--- config.mk ---
export PLATFORM = sky130hd
export DESIGN_NAME = decode_dispatch_scheduler
export DESIGN_NICKNAME = d
export VERILOG_FILES = /design/src/rtl/decode_pkg.sv /design/src/rtl/dispatch_fifo.sv /design/src/rtl/decode_dispatch_scheduler.sv
export SDC_FILE = /design/constraint.sdc
export NUM_CORES = 1
export LEC_CHECK = 0
export BUFFER_PORTS_ARGS = -buffer_cell sky130_fd_sc_hd__buf_2
export CORE_MARGIN = 3
export CORE_UTILIZATION = 57
export CTS_CLUSTER_DIAMETER = 200
export DETAILED_ROUTE_END_ITERATION = 8
export GPL_ROUTABILITY_DRIVEN = 0
export PLACE_DENSITY = 0.82
export SETUP_SLACK_MARGIN = 0.05
export SYNTH_ARGS = -nofsm -noshare
export SYNTH_HDL_FRONTEND = slang
export SYNTH_SLANG_ARGS = --single-unit
--- constraint.sdc ---
create_clock -name clock_i -period 9.6 [get_ports clock_i]
set_input_delay 0.48 -clock clock_i [delete_from_list [all_inputs] [get_ports clock_i]]
set_output_delay 0.48 -clock clock_i [all_outputs]
set_load 0.01 [all_outputs]
--- src/rtl/decode_pkg.sv ---
// Shared decode definitions: instruction-format indices, functional-unit codes
// and the format-index width used by the decode/dispatch path.
package decode_pkg;

    localparam int unsigned formatIndexRange = 5;

    localparam logic [formatIndexRange-1:0] FMT_INVALID = 5'd0;
    localparam logic [formatIndexRange-1:0] FMT_D       = 5'd3;
    localparam logic [formatIndexRange-1:0] FMT_DQ      = 5'd4;
    localparam logic [formatIndexRange-1:0] FMT_DS      = 5'd5;
    localparam logic [formatIndexRange-1:0] FMT_MD      = 5'd9;
    localparam logic [formatIndexRange-1:0] FMT_X       = 5'd15;
    localparam logic [formatIndexRange-1:0] FMT_XO      = 5'd19;

    typedef enum logic [2:0] {
        FU_ALU    = 3'd0,
        FU_MUL    = 3'd1,
        FU_DIV    = 3'd2,
        FU_LSU    = 3'd3,
        FU_BRANCH = 3'd4,
        FU_FPU    = 3'd5,
        FU_RSVD6  = 3'd6,
        FU_RSVD7  = 3'd7
    } fu_code_e;

    function automatic logic [7:0] fu_onehot(input logic [2:0] code);
        return 8'b1 << code;
    endfunction

endpackage

--- src/rtl/dispatch_fifo.sv ---
// Circular buffer with count-based full/empty; flush clears pointers and count.
module dispatch_fifo #(
    parameter int Depth = 4,
    parameter int Width = 8
) (
    input  logic                   clock,
    input  logic                   reset,
    input  logic                   flush,
    input  logic                   push,
    input  logic                   pop,
    input  logic [Width-1:0]       wdata,
    output logic [Width-1:0]       rdata,
    output logic [$clog2(Depth):0] count
);

    localparam int PW = $clog2(Depth);

    logic [PW-1:0]    head;
    logic [PW-1:0]    tail;
    logic [Width-1:0] mem [Depth];

    always_ff @(posedge clock or posedge reset) begin
        if (reset) begin
            head  <= '0;
            tail  <= '0;
            count <= '0;
        end else if (flush) begin
            head  <= '0;
            tail  <= '0;
            count <= '0;
        end else begin
            if (push) tail <= tail + 1'b1;
            if (pop)  head <= head + 1'b1;
            case ({push, pop})
                2'b10:   count <= count + 1'b1;
                2'b01:   count <= count - 1'b1;
                default: ;
            endcase
        end
    end

    // Storage is intentionally not reset.
    always_ff @(posedge clock) begin
        if (push && !flush) mem[tail] <= wdata;
    end

    assign rdata = mem[head];

endmodule

--- src/rtl/decode_dispatch_scheduler.sv ---
// In-order dispatch scheduler: queues decoded instructions and steers the head
// to its functional unit. Optional same-cycle bypass: DISPATCH_BYPASS_EN.
module decode_dispatch_scheduler #(
    parameter int QueueDepth       = 4,
    parameter int NumUnits         = 6,
    parameter int PayloadWidth     = 128,
    parameter int addressSize      = 64,
    parameter int formatIndexRange = int'(decode_pkg::formatIndexRange)
) (
    input  logic                        clock_i,
    input  logic                        reset_i,
    input  logic                        flush_i,
    input  logic                        enable_i,
    input  logic [2:0]                  functionalUnitCode_i,
    input  logic [formatIndexRange-1:0] instructionFormat_i,
    input  logic [addressSize-1:0]      instructionAddress_i,
    input  logic [PayloadWidth-1:0]     payload_i,
    input  logic [NumUnits-1:0]         fuReady_i,
    output logic [NumUnits-1:0]         fuValid_o,
    output logic [formatIndexRange-1:0] instructionFormat_o,
    output logic [addressSize-1:0]      instructionAddress_o,
    output logic [PayloadWidth-1:0]     payload_o,
    output logic                        stall_o,
    output logic                        illegal_o,
    output logic                        overflow_o,
    output logic [$clog2(QueueDepth):0] occupancy_o
);

    import decode_pkg::*;

    localparam int CW = $clog2(QueueDepth) + 1;
    localparam int EW = 3 + formatIndexRange + addressSize + PayloadWidth;

    logic [CW-1:0]               count;
    logic [EW-1:0]               in_entry;
    logic [EW-1:0]               head_entry;
    logic [2:0]                  head_code;
    logic [formatIndexRange-1:0] head_fmt;
    logic [addressSize-1:0]      head_addr;
    logic [PayloadWidth-1:0]     head_payload;
    logic [7:0]                  ready_ext;
    logic [7:0]                  valid_ext;
    logic                        head_valid;
    logic                        head_legal;
    logic                        full;
    logic                        attempt;
    logic                        bypass;
    logic                        push;
    logic                        pop;
    logic                        illegal_q;
    logic                        overflow_q;

    assign in_entry = {functionalUnitCode_i, instructionFormat_i, instructionAddress_i, payload_i};
    assign {head_code, head_fmt, head_addr, head_payload} = head_entry;
    assign ready_ext  = 8'(fuReady_i);
    assign head_legal = {29'b0, head_code} < 32'(NumUnits);

    always_comb begin
        head_valid = (count != '0) && !flush_i;
        full       = (count == CW'(QueueDepth));
        attempt    = enable_i && !flush_i;
        // Illegal heads retire without waiting on any unit.
        pop        = head_valid && (!head_legal || ready_ext[head_code]);
`ifdef DISPATCH_BYPASS_EN
        bypass     = attempt && (count == '0)
                     && ({29'b0, functionalUnitCode_i} < 32'(NumUnits))
                     && ready_ext[functionalUnitCode_i];
`else
        bypass     = 1'b0;
`endif
        push       = attempt && !bypass && (!full || pop);

        valid_ext = '0;
        if (bypass)                        valid_ext = fu_onehot(functionalUnitCode_i);
        else if (head_valid && head_legal) valid_ext = fu_onehot(head_code);

        instructionFormat_o  = bypass ? instructionFormat_i  : head_fmt;
        instructionAddress_o = bypass ? instructionAddress_i : head_addr;
        payload_o            = bypass ? payload_i            : head_payload;
    end

    assign fuValid_o   = valid_ext[NumUnits-1:0];
    assign stall_o     = full;
    assign occupancy_o = count;
    assign illegal_o   = illegal_q;
    assign overflow_o  = overflow_q;

    always_ff @(posedge clock_i or posedge reset_i) begin
        if (reset_i) begin
            illegal_q  <= 1'b0;
            overflow_q <= 1'b0;
        end else begin
            illegal_q  <= head_valid && !head_legal;
            overflow_q <= overflow_q | (attempt && full && !pop);
        end
    end

    dispatch_fifo #(
        .Depth (QueueDepth),
        .Width (EW)
    ) u_fifo (
        .clock (clock_i),
        .reset (reset_i),
        .flush (flush_i),
        .push  (push),
        .pop   (pop),
        .wdata (in_entry),
        .rdata (head_entry),
        .count (count)
    );

endmodule
==> results of run 1 <==
==> synthesized netlist by cell type (all sizes together) <==
master	count	area, sq um
and2	4	25.0
nand2	3	11.3
and3	1	6.26
o211ai	1	7.51
nand3	1	5.00
nor2	7	26.3
dfrtp	9	225
ha	4	50.1
o21a	1	7.51
nand4	1	6.26
mux2	2	22.5
a41o	1	10.0
or2	1	6.26
a211oi	1	20.0
or3	2	12.5
a21oi	4	27.5
clkbuf	25	93.8
inv	7	26.3
fa	1	20.0
a22o	1	17.5
buf	22	91.3
mux4	199	4480
or3b	2	20.0
a2111oi	1	27.5
edfxtp	800	24000
o21ai	2	10.0
nor3	8	40.0
mux2i	10	104
==> power breakdown <==
part	switching (mW)	internal, mW	leakage (nW)	total (mW)
Sequential	0.0793	4.10	7.38	4.18
Combinational	0.965	0.860	3.01	1.83
Clock	1.25	1.73	1.22	2.97
==> cells in the final DEF (no fill, tap or decap), types with 4 or more instances in the layout <==
cell | synthesis | final
edfxtp_1 | 800 | 800
buf_2 | 1 | 418
mux4_2 | 199 | 199
clkbuf_16 | 0 | 81
clkinv_1 | 0 | 18
diode_2 | 0 | 16
buf_4 | 0 | 14
clkinv_2 | 0 | 13
clkbuf_1 | 25 | 10
mux2i_1 | 9 | 9
nor3_1 | 8 | 8
inv_1 | 7 | 7
nor2_1 | 7 | 7
bufinv_16 | 0 | 7
dfrtp_1 | 9 | 7
inv_6 | 0 | 6
and2_4 | 0 | 4
ha_1 | 4 | 4
clkinvlp_4 | 0 | 4
==> metal layers <==
layer | up-vias | track usage | share of wire
met5 | - | 0 | 0.0016
met4 | 20 | 0.0885 | 0.033
met3 | 141 | 0.0734 | 0.090
met2 | 593 | 0.375 | 0.51
met1 | 7173 | 0.299 | 0.36
li1 | 5817 | - | -
==> through the flow <==
step	area, sq um	hold slack [ns]	power, mW
floorplan	29400	0.308	5.45
global placement	32300	0.457	6.06
detailed placement	32300	0.469	6.10
CTS	34800	0.0346	9.09
finish	34900	0.0840	8.98
global route	34900	0.0466	9.32
==> path summary, 6_finish.rpt <==
kind                       cells after the start               startpoint            endpoint  slack, ns
max                                            9           u_fifo.head[1]  u_fifo.mem[1][120]       3.73
max in group asynchronous                      3                  reset_i      u_fifo.head[1]       8.90
min                                            1  instructionAddress_i[8]  u_fifo.mem[0][136]       0.08
min reg2reg                                    1               overflow_o          overflow_o       0.49
max reg2reg                                    9           u_fifo.head[1]  u_fifo.mem[1][120]       3.73
min in group asynchronous                      3                  reset_i      u_fifo.tail[1]       0.39
==> logic make-up (layout without fill, tap and decap cells) <==
| group | after synthesis | after routing | synth area share |
|---|---|---|---|
| other | 0 | 16 | 0 |
| multiplexers | 211 | 211 | 0.157 |
| buffers and inverters | 54 | 581 | 0.00719 |
| AND/OR/NAND/NOR | 30 | 30 | 0.00540 |
| adder cells (fa/ha/maj) | 5 | 5 | 0.00238 |
| flip-flops | 809 | 809 | 0.824 |
| AO/OA/AOI/OAI | 12 | 12 | 0.00434 |
==> worst max-delay path, delay by kind of cell (launching register included) <==
| family | cells | cell delay, ns |
|---|---|---|
| AO/OA/AOI/OAI | 3 | 0.82 |
| buffers and inverters | 3 | 2.19 |
| flip-flops | 1 | 0.84 |
| multiplexers | 1 | 0.40 |
| AND/OR/NAND/NOR | 2 | 1.02 |
==> cell type report <==
type	instances	area, sq um
multi-input combinational	258	4970
fill	2893	15700
clock inverter	48	425
inverter	7	26.3
antenna	16	40.0
timing repair buffer	435	2250
clock buffer	91	2060
tap	672	841
sequential	809	24300
==> state kept, by name, indices dropped and copies added, names as in the netlist <==
name,count
u_fifo.count,3
u_fifo.head,2
overflow_o,1
illegal_o,1
u_fifo.mem,800
u_fifo.tail,2
==> what timing repair did <==
item,4_1_cts,5_1_grt
hold buffers,1,0
hold endpoints to repair,9,0
setup buffers,0,0
==> out/qor.txt, run 1 <==
outcome = finished clean
Sink Count = 809
Placeable Area = 50600 sq um
critical path endpoint category = flop
initial DRC count = 1070
root buf cell = clkbuf_16
final wirelength = 62000 microns
DRC = 0
final antenna-violating net count = 0
Skew-Pair Late Insertion Delay = 0.61 ns
Port-buffer cells = 418
Routed wire per std cell = 26.5 microns
synth unique cells = 34
Post-Layout Cell Count = 2336
most used cell, CP = buf_4
RSZ-0062 raised after global routing = no
CTS max path bufs = 3
Mapped Cells = 1121
Die Y = 233 microns
Final Hold Viols = 0
GRT Overall Usage = 0.232
Final WS setup = 3.73 ns
leak pwr = 11.6 nW
final max-slew violation count = 0
slew margin rel. = 0.182
Worst VDD drop = 0.000219 V
Worst Tran Pin Value = 1.23 ns
PostCTS Resize Cnt = 0
Max stage delay on crit path = 0.84 ns
CTS H-Tree Depth = 3
Cell Rows = 82
via count = 13744
Syn. warnings = 0
final core utilization = 0.689
crit path kind = reg2reg
final worst-path cycle share = 0.611
DR pass1 iterations = 5
number of global-route vias before repair = 14514
Synth-to-Final Area Change = 18.5%
IO Pins = 419
syn avg cell area = 26.2 sq um
startpoint class of the critical path = flop
Critical Path Fanout Max = 55
die area = 54400 sq um
Num CTS Buffers = 78
sequence of cells on the critical path = buf_4 > mux4_2 > or3b_4 > a21oi_2 > a21oi_2 > a211oi_4 > and2_4 > buf_4 > buf_4
Horiz. Die Dim = 233 microns
Setup Viol. Count Final = 0
Nets = 1804
FF+latch count, synth = 809
first-pass GRT wire length = 92200 microns
CTS tree = done
worst slack, placed = 3.76 ns
worst min path class = in2reg
WP data arrival = 6.09 ns
PD cells = 257 nW/um^2
post-placement cell count = 2180
sequential share of the synthesized area = 0.824
Mapped Nets = 1336
FMAX = 170 MHz
skew final = 0.0132 ns
fin crit period = 5.87 ns
CP Data Required Time = 9.83 ns
maximum number of pins on one net before global-route repair = 104
share of layout cells above drive strength 1 = 0.461
Final TNS setup = 0 ns
Critical-path top delay cell = dfrtp_4
remaining global-route overflow = 0
initial antenna violation count = 25
detailed placement HPWL = 37200 microns
starting density of the core = 0.582
Post-Synthesis Cell Area = 29400 sq um
max cap viols = 0
Worst-path clk slew = 0.06 ns
Via density = 5.88
Power figures use the tool's default switching activity.
==> run 2, diff against run 1 <==
--- a/config.mk
+++ b/config.mk
@@ -7,11 +7,11 @@
 export LEC_CHECK = 0
 export BUFFER_PORTS_ARGS = -buffer_cell sky130_fd_sc_hd__buf_2
 export CORE_MARGIN = 3
-export CORE_UTILIZATION = 57
+export CORE_UTILIZATION = 51
 export CTS_CLUSTER_DIAMETER = 200
 export DETAILED_ROUTE_END_ITERATION = 8
 export GPL_ROUTABILITY_DRIVEN = 0
-export PLACE_DENSITY = 0.82
+export PLACE_DENSITY = 0.78
 export SETUP_SLACK_MARGIN = 0.05
 export SYNTH_ARGS = -nofsm -noshare
 export SYNTH_HDL_FRONTEND = slang
==> constraint.sdc (replaced) <==
create_clock -name clock_i -period 4.9 [get_ports clock_i]
set_input_delay 0.245 -clock clock_i [delete_from_list [all_inputs] [get_ports clock_i]]
set_output_delay 0.245 -clock clock_i [all_outputs]
set_load 0.01 [all_outputs]
==> run 2 against run 1 <==
Effect of this change: clock power grew 97%; critical path depth shrank 5; register-to-register slack lost 2.6 ns; final cell count grew 13%; count of clock-buffer cells in the layout is the same; sequential share of layout area shrank 4.7 points; sequential power grew 95%.
==> out/qor.txt, run 2 (synthesized netlist as in run 1, its figures left out) <==
outcome = finished clean
Setup Buffers After CTS = 0 (unchanged)
worst slack, placed = 1.03 ns (-2.74 ns)
leak pwr = 12.6 nW (+9.0%)
final worst-path cycle share = 0.774
WP buf/inv = 3 (unchanged)
fin crit period = 3.79 ns
CTS max path bufs = 3 (unchanged)
Cell Rows = 87 (+6.1%)
PD cells = 477 nW/um^2 (+85%)
Post-Layout Inst Area = 37400 sq um (+7.3%)
skew final = 0.0336 ns (+0.0204 ns)
Max stage delay on crit path = 0.90 ns (+0.06 ns)
Via density = 5.49 (-6.7%)
power share of the clock group = 0.329 (-0.002)
RSZ-0062 raised after global routing = no
fillcell total = 3503 (+21%)
Port-buffer cells = 418 (unchanged)
startpoint class of the critical path = flop
Skew-Pair Late Insertion Delay = 0.63 ns (+0.02 ns)
Sequential Power Share = 0.456 (-0.010)
R2R Path Start = u_fifo.head[0]
critical path endpoint category = output pin
maximum number of pins on one net before global-route repair = 71 (-32%)
IO Pins = 419 (unchanged)
FMAX = 264 MHz
Internal = 13.2 mW (+98%)
starting density of the core = 0.519 (-0.0629)
most frequent cells in the layout = edfxtp_1 (800), buf_2 (418), dlygate4sd3_1 (203)
critical path's top delay family = buffers and inverters
remaining global-route overflow = 0 (unchanged)
largest reg by FF count = u_fifo.mem
root buf cell = clkbuf_16
via count = 14497 (+5.5%)
Critical-path top delay cell = buf_4
Num CTS Buffers = 80 (+2.6%)
die area = 60600 sq um (+11%)
GRT Overall Usage = 0.215 (-0.0163)
initial antenna violation count = 11 (-56%)
WP data arrival = 3.55 ns (-2.54 ns)
first-pass GRT wire length = 97000 microns (+5.2%)
CP Data Required Time = 4.66 ns (-5.17 ns)
switching share of power = 0.258 (+0.00322)
Worst-path clk slew = 0.06 ns (about the same)
Final TNS setup = 0 ns (unchanged)
Final Hold Viols = 0 (unchanged)
worst r2r path cells = 7 (-2)
worst min path class = in2async
Nets = 2028 (+12%)
final max-slew violation count = 0 (unchanged)
placed cell area = 32800 sq um (+1.5%)
detailed placement HPWL = 38400 microns (+3.3%)
CTS tree = done
final antenna-violating net count = 0 (unchanged)
final wirelength = 64400 microns (+3.8%)
PostCTS Resize Cnt = 0 (unchanged)
crit path kind = reg2out
Worst VDD drop = 0.000405 V (+85%)
Final WS setup = 1.11 ns (-2.62 ns)
Hold Buf Count CTS = 203 (+202)
most common cell after layout, fill and taps aside = edfxtp_1
Power Total = 17.8 mW (+99%)
CTS H-Tree Depth = 3 (unchanged)
DRC = 0 (unchanged)
Setup Viol. Count Final = 0 (unchanged)
Worst Tran Pin Value = 1.06 ns (-0.165 ns)
slew margin rel. = 0.292 (+0.110)
Sink Count = 809 (unchanged)
Worst R2R Setup Slack = 1.15 ns (-2.58 ns)
Critical Path Fanout Max = 70 (+27%)
max reg flops = 800 (unchanged)
max cap viols = 0 (unchanged)
most used cell, CP = buf_4
Placeable Area = 56700 sq um (+12%)
sequence of cells on the critical path = buf_4 > buf_4 > mux4_2 > buf_2
initial DRC count = 1052 (-1.7%)
worst r2r dst = u_fifo.mem[3][191]
Top Registers = u_fifo.mem (800), u_fifo.count (3)
Synth-to-Final Area Change = 27.2%
switching power = 4.60 mW (+100%)
Routed wire per std cell = 24.4 microns (-8.2%)
Die Y = 246 microns (+5.6%)
combinational share of power = 0.215 (+0.012)
number of global-route vias before repair = 15571 (+7.3%)
Critical Path Stages = 4 (-5)
DR pass1 iterations = 5 (unchanged)
share of layout cells above drive strength 1 = 0.419 (-0.0413)
Horiz. Die Dim = 246 microns (+5.6%)
==> run 2: per-layer routing <==
| layer | part of all wire | track usage | routed length (microns) | up-vias |
|---|---|---|---|---|
| li1 | - | - | - | 6268 |
| met1 | 0.37 | 0.270 | 23700 | 7523 |
| met2 | 0.51 | 0.361 | 33000 | 589 |
| met3 | 0.093 | 0.0694 | 5970 | 111 |
| met4 | 0.025 | 0.0672 | 1620 | 6 |
| met5 | 0.00054 | 0 | 35 | - |
==> run 2: area by class of cell <==
type | instances | area [sq um] | area share
flip-flops and latches | 809 | 24300 | 0.648
multi-input cells | 258 | 4970 | 0.133
repair buffers | 657 | 4660 | 0.124
clock buffers | 91 | 2060 | 0.0552
well taps | 756 | 946 | 0.0253
clock inverters | 55 | 479 | 0.0128
inverters | 7 | 26.3 | 0.000702
diodes | 8 | 20.0 | 0.000535
==> run 2: worst max-delay path by stage <==
stage / to / from
3_5_place_dp: u_fifo.mem[3][144] / u_fifo.head[0]
4_1_cts: u_fifo.mem[3][144] / u_fifo.head[0]
6_report: payload_o[92] / u_fifo.head[1]
3_3_place_gp: u_fifo.mem[3][138] / u_fifo.head[0]
5_1_grt: u_fifo.mem[3][144] / u_fifo.head[0]
2_1_floorplan: u_fifo.mem[0][0] / u_fifo.head[0]
==> run 2: power by group through the flow <==
stage	clock network [mW]	logic, mW	registers [mW]
floorplan	0	2.35	8.27
global placement	0	3.72	8.24
detailed placement	0	3.75	8.27
CTS	5.98	3.92	8.14
global route	6.26	4.14	8.16
finish	5.86	3.84	8.14
==> run 2: per-stage QoR <==
step | hold WS, ns | std cells | util
6_report | 0.179 | 2641 | 0.660
5_1_grt | 0.202 | 2640 | 0.660
4_1_cts | 0.139 | 2633 | 0.660
3_5_place_dp | 0.248 | 2284 | 0.579
3_3_place_gp | 0.229 | 2284 | 0.579
2_1_floorplan | 0.0729 | 1121 | -
==> run 2: worst min-delay path, stage by stage <==
cell	delay (ns)
dlygate4sd3_1	0.53
buf_2	0.12
inv_1	0.30
==> run 3, diff against run 2 <==
==> constraint.sdc (replaced) <==
create_clock -name clock_i -period 3.07 [get_ports clock_i]
set_input_delay 0.1535 -clock clock_i [delete_from_list [all_inputs] [get_ports clock_i]]
set_output_delay 0.1535 -clock clock_i [all_outputs]
set_load 0.01 [all_outputs]
==> run 3 against run 2 <==
Effect of this change: first-iteration DRC count increased by 21%; critical path type unchanged; highest routed layer unchanged; final cell count grew 2.8%; clock skew shrank 0.019 ns; critical endpoint is now payload_o[109]; sequential cell count unchanged; clock power rose by 57%; sequential power up 60%.
==> out/qor.txt, run 3 (synthesized netlist as in run 1, its figures left out) <==
Placeable Area = 56700 sq um (unchanged)
Nets = 2109 (+4.0%)
Worst VDD drop = 0.000609 V (+50%)
CTS max path bufs = 3 (unchanged)
Num CTS Buffers = 80 (unchanged)
DR pass1 iterations = 5 (unchanged)
outcome = finished clean
Final Hold Viols = 0 (unchanged)
Routed wire per std cell = 26.2 microns (+7.4%)
remaining global-route overflow = 0 (unchanged)
starting density of the core = 0.519 (unchanged)
CP Data Required Time = 2.92 ns (-1.74 ns)
Final WS setup = 0.101 ns (-1.01 ns)
worst slack, placed = 0.00905 ns (-1.02 ns)
final core utilization = 0.677 (+0.0175)
Top Registers = u_fifo.mem (800), u_fifo.count (3)
GRT Overall Usage = 0.226 (+0.0108)
Die Y = 246 microns (unchanged)
Sink Count = 809 (unchanged)
DRC = 0 (unchanged)
critical path endpoint category = output pin
fin crit period = 2.97 ns
worst min path class = in2async
crit path kind = reg2out
Setup Viol. Count Final = 0 (unchanged)
Worst setup startpoint = u_fifo.head[1]
Worst Tran Pin Value = 0.766 ns (-0.297 ns)
initial DRC count = 1276 (+21%)
Post-Layout Cell Count = 2715 (+2.8%)
PD cells = 749 nW/um^2 (+57%)
max reg flops = 800 (unchanged)
Critical Path Fanout Max = 67 (-4.3%)
RSZ-0062 raised after global routing = no
Port-buffer cells = 418 (unchanged)
detailed placement HPWL = 42200 microns (+9.8%)
Worst-path clk slew = 0.06 ns (about the same)
max cap viols = 0 (unchanged)
maximum number of pins on one net before global-route repair = 121 (+70%)
R2R Path Start = u_fifo.head[0]
FMAX = 337 MHz
slew margin rel. = 0.489 (+0.198)
Skew-Pair Late Insertion Delay = 0.62 ns (about the same)
number of global-route vias before repair = 15960 (+2.5%)
final wirelength = 71100 microns (+10%)
leak pwr = 13.2 nW (+4.1%)
most common cell after layout, fill and taps aside = edfxtp_1
Via density = 5.61 (+2.3%)
startpoint class of the critical path = flop
CTS tree = done
root buf cell = clkbuf_16
WP data arrival = 2.82 ns (-0.73 ns)
Cell Rows = 87 (unchanged)
final antenna-violating net count = 0 (unchanged)
die area = 60600 sq um (unchanged)
skew final = 0.0143 ns (-0.0193 ns)
WHS = 0.0939 ns (-0.0849 ns)
largest reg by FF count = u_fifo.mem
fillcell total = 3373 (-3.7%)
initial antenna violation count = 5 (-6)
Horiz. Die Dim = 246 microns (unchanged)
most frequent cells in the layout = edfxtp_1 (800), buf_2 (418), dlygate4sd3_1 (203)
IO Pins = 419 (unchanged)
final worst-path cycle share = 0.967
CTS H-Tree Depth = 3 (unchanged)
post-placement cell count = 2320 (+1.6%)
final max-slew violation count = 0 (unchanged)
first-pass GRT wire length = 101000 microns (+4.3%)
share of layout cells above drive strength 1 = 0.440 (+0.0206)
Power Total = 28.8 mW (+61%)
via count = 15242 (+5.1%)
Synth-to-Final Area Change = 30.5%
[run 3: changes by cell type in the layout (fill, tap and decap cells not counted), sizes merged]
cell | previous run | this run
diode | 8 | 6
clkbuf | 91 | 115
clkinv | 43 | 28
buf | 454 | 524
bufinv | 6 | 3
[run 3: final timing paths]
kind | depth (start not counted) | end | slack (ns)
setup / recovery | 4 | payload_o[109] | 0.10
hold / removal | 3 | u_fifo.count[2] | 0.09
setup reg to reg | 8 | u_fifo.mem[2][5] | 0.17
hold reg to reg | 1 | overflow_o | 0.53
max in group asynchronous | 3 | u_fifo.head[0] | 2.66
min in group clock_i | 2 | u_fifo.mem[2][140] | 0.29
[run 3: what timing repair did]
item / 4_1_cts / 5_1_grt
resized for setup: 6 / 14
pin swaps: 2 / 6
endpoints found under the setup margin: 186 / 529
setup buffers: 4 / 28
hold endpoints to repair: 814 / 0
hold buffers: 203 / 0
cloned: 0 / 13
[run 3: cell type report]
cell class | instances | area [sq um] | share of cell area
sequential | 809 | 24300 | 0.631
timing repair buffer | 738 | 5740 | 0.150
antenna | 6 | 15.0 | 0.000391
clock buffer | 104 | 2190 | 0.0569
multi-input combinational | 258 | 4970 | 0.130
inverter | 7 | 26.3 | 0.000684
clock inverter | 37 | 267 | 0.00694
tap | 756 | 946 | 0.0246
[run 3: layer usage]
metal,vias up,global-route usage,wire length [microns]
met5,-,0,13
met4,2,0.0665,1660
met3,127,0.0643,6400
met2,728,0.375,36400
met1,7965,0.296,26600
li1,6420,-,-
[run 3: worst max-delay path, cell delays in order, from the launching register on]
cell and delay (ns):
dfrtp_4 0.47, buf_4 0.38, buf_6 0.57, mux4_2 0.46
buf_2 0.18
[run 3: where the power goes]
part / total (mW) / internal, mW / switching, mW
Combinational: 6.55 / 3.19 / 3.36
Sequential: 13.0 / 12.8 / 0.195
Clock: 9.21 / 5.27 / 3.95
Total: 28.8 / 21.3 / 7.51
[run 3: per-stage QoR]
step | setup TNS [ns] | cell area, sq um
final | 0 | 38400
after global routing | 0 | 38400
after CTS | 0 | 37800
after detailed placement | 0 | 33300
after global placement | 0 | 33300
after floorplan | -626.29 | 29400
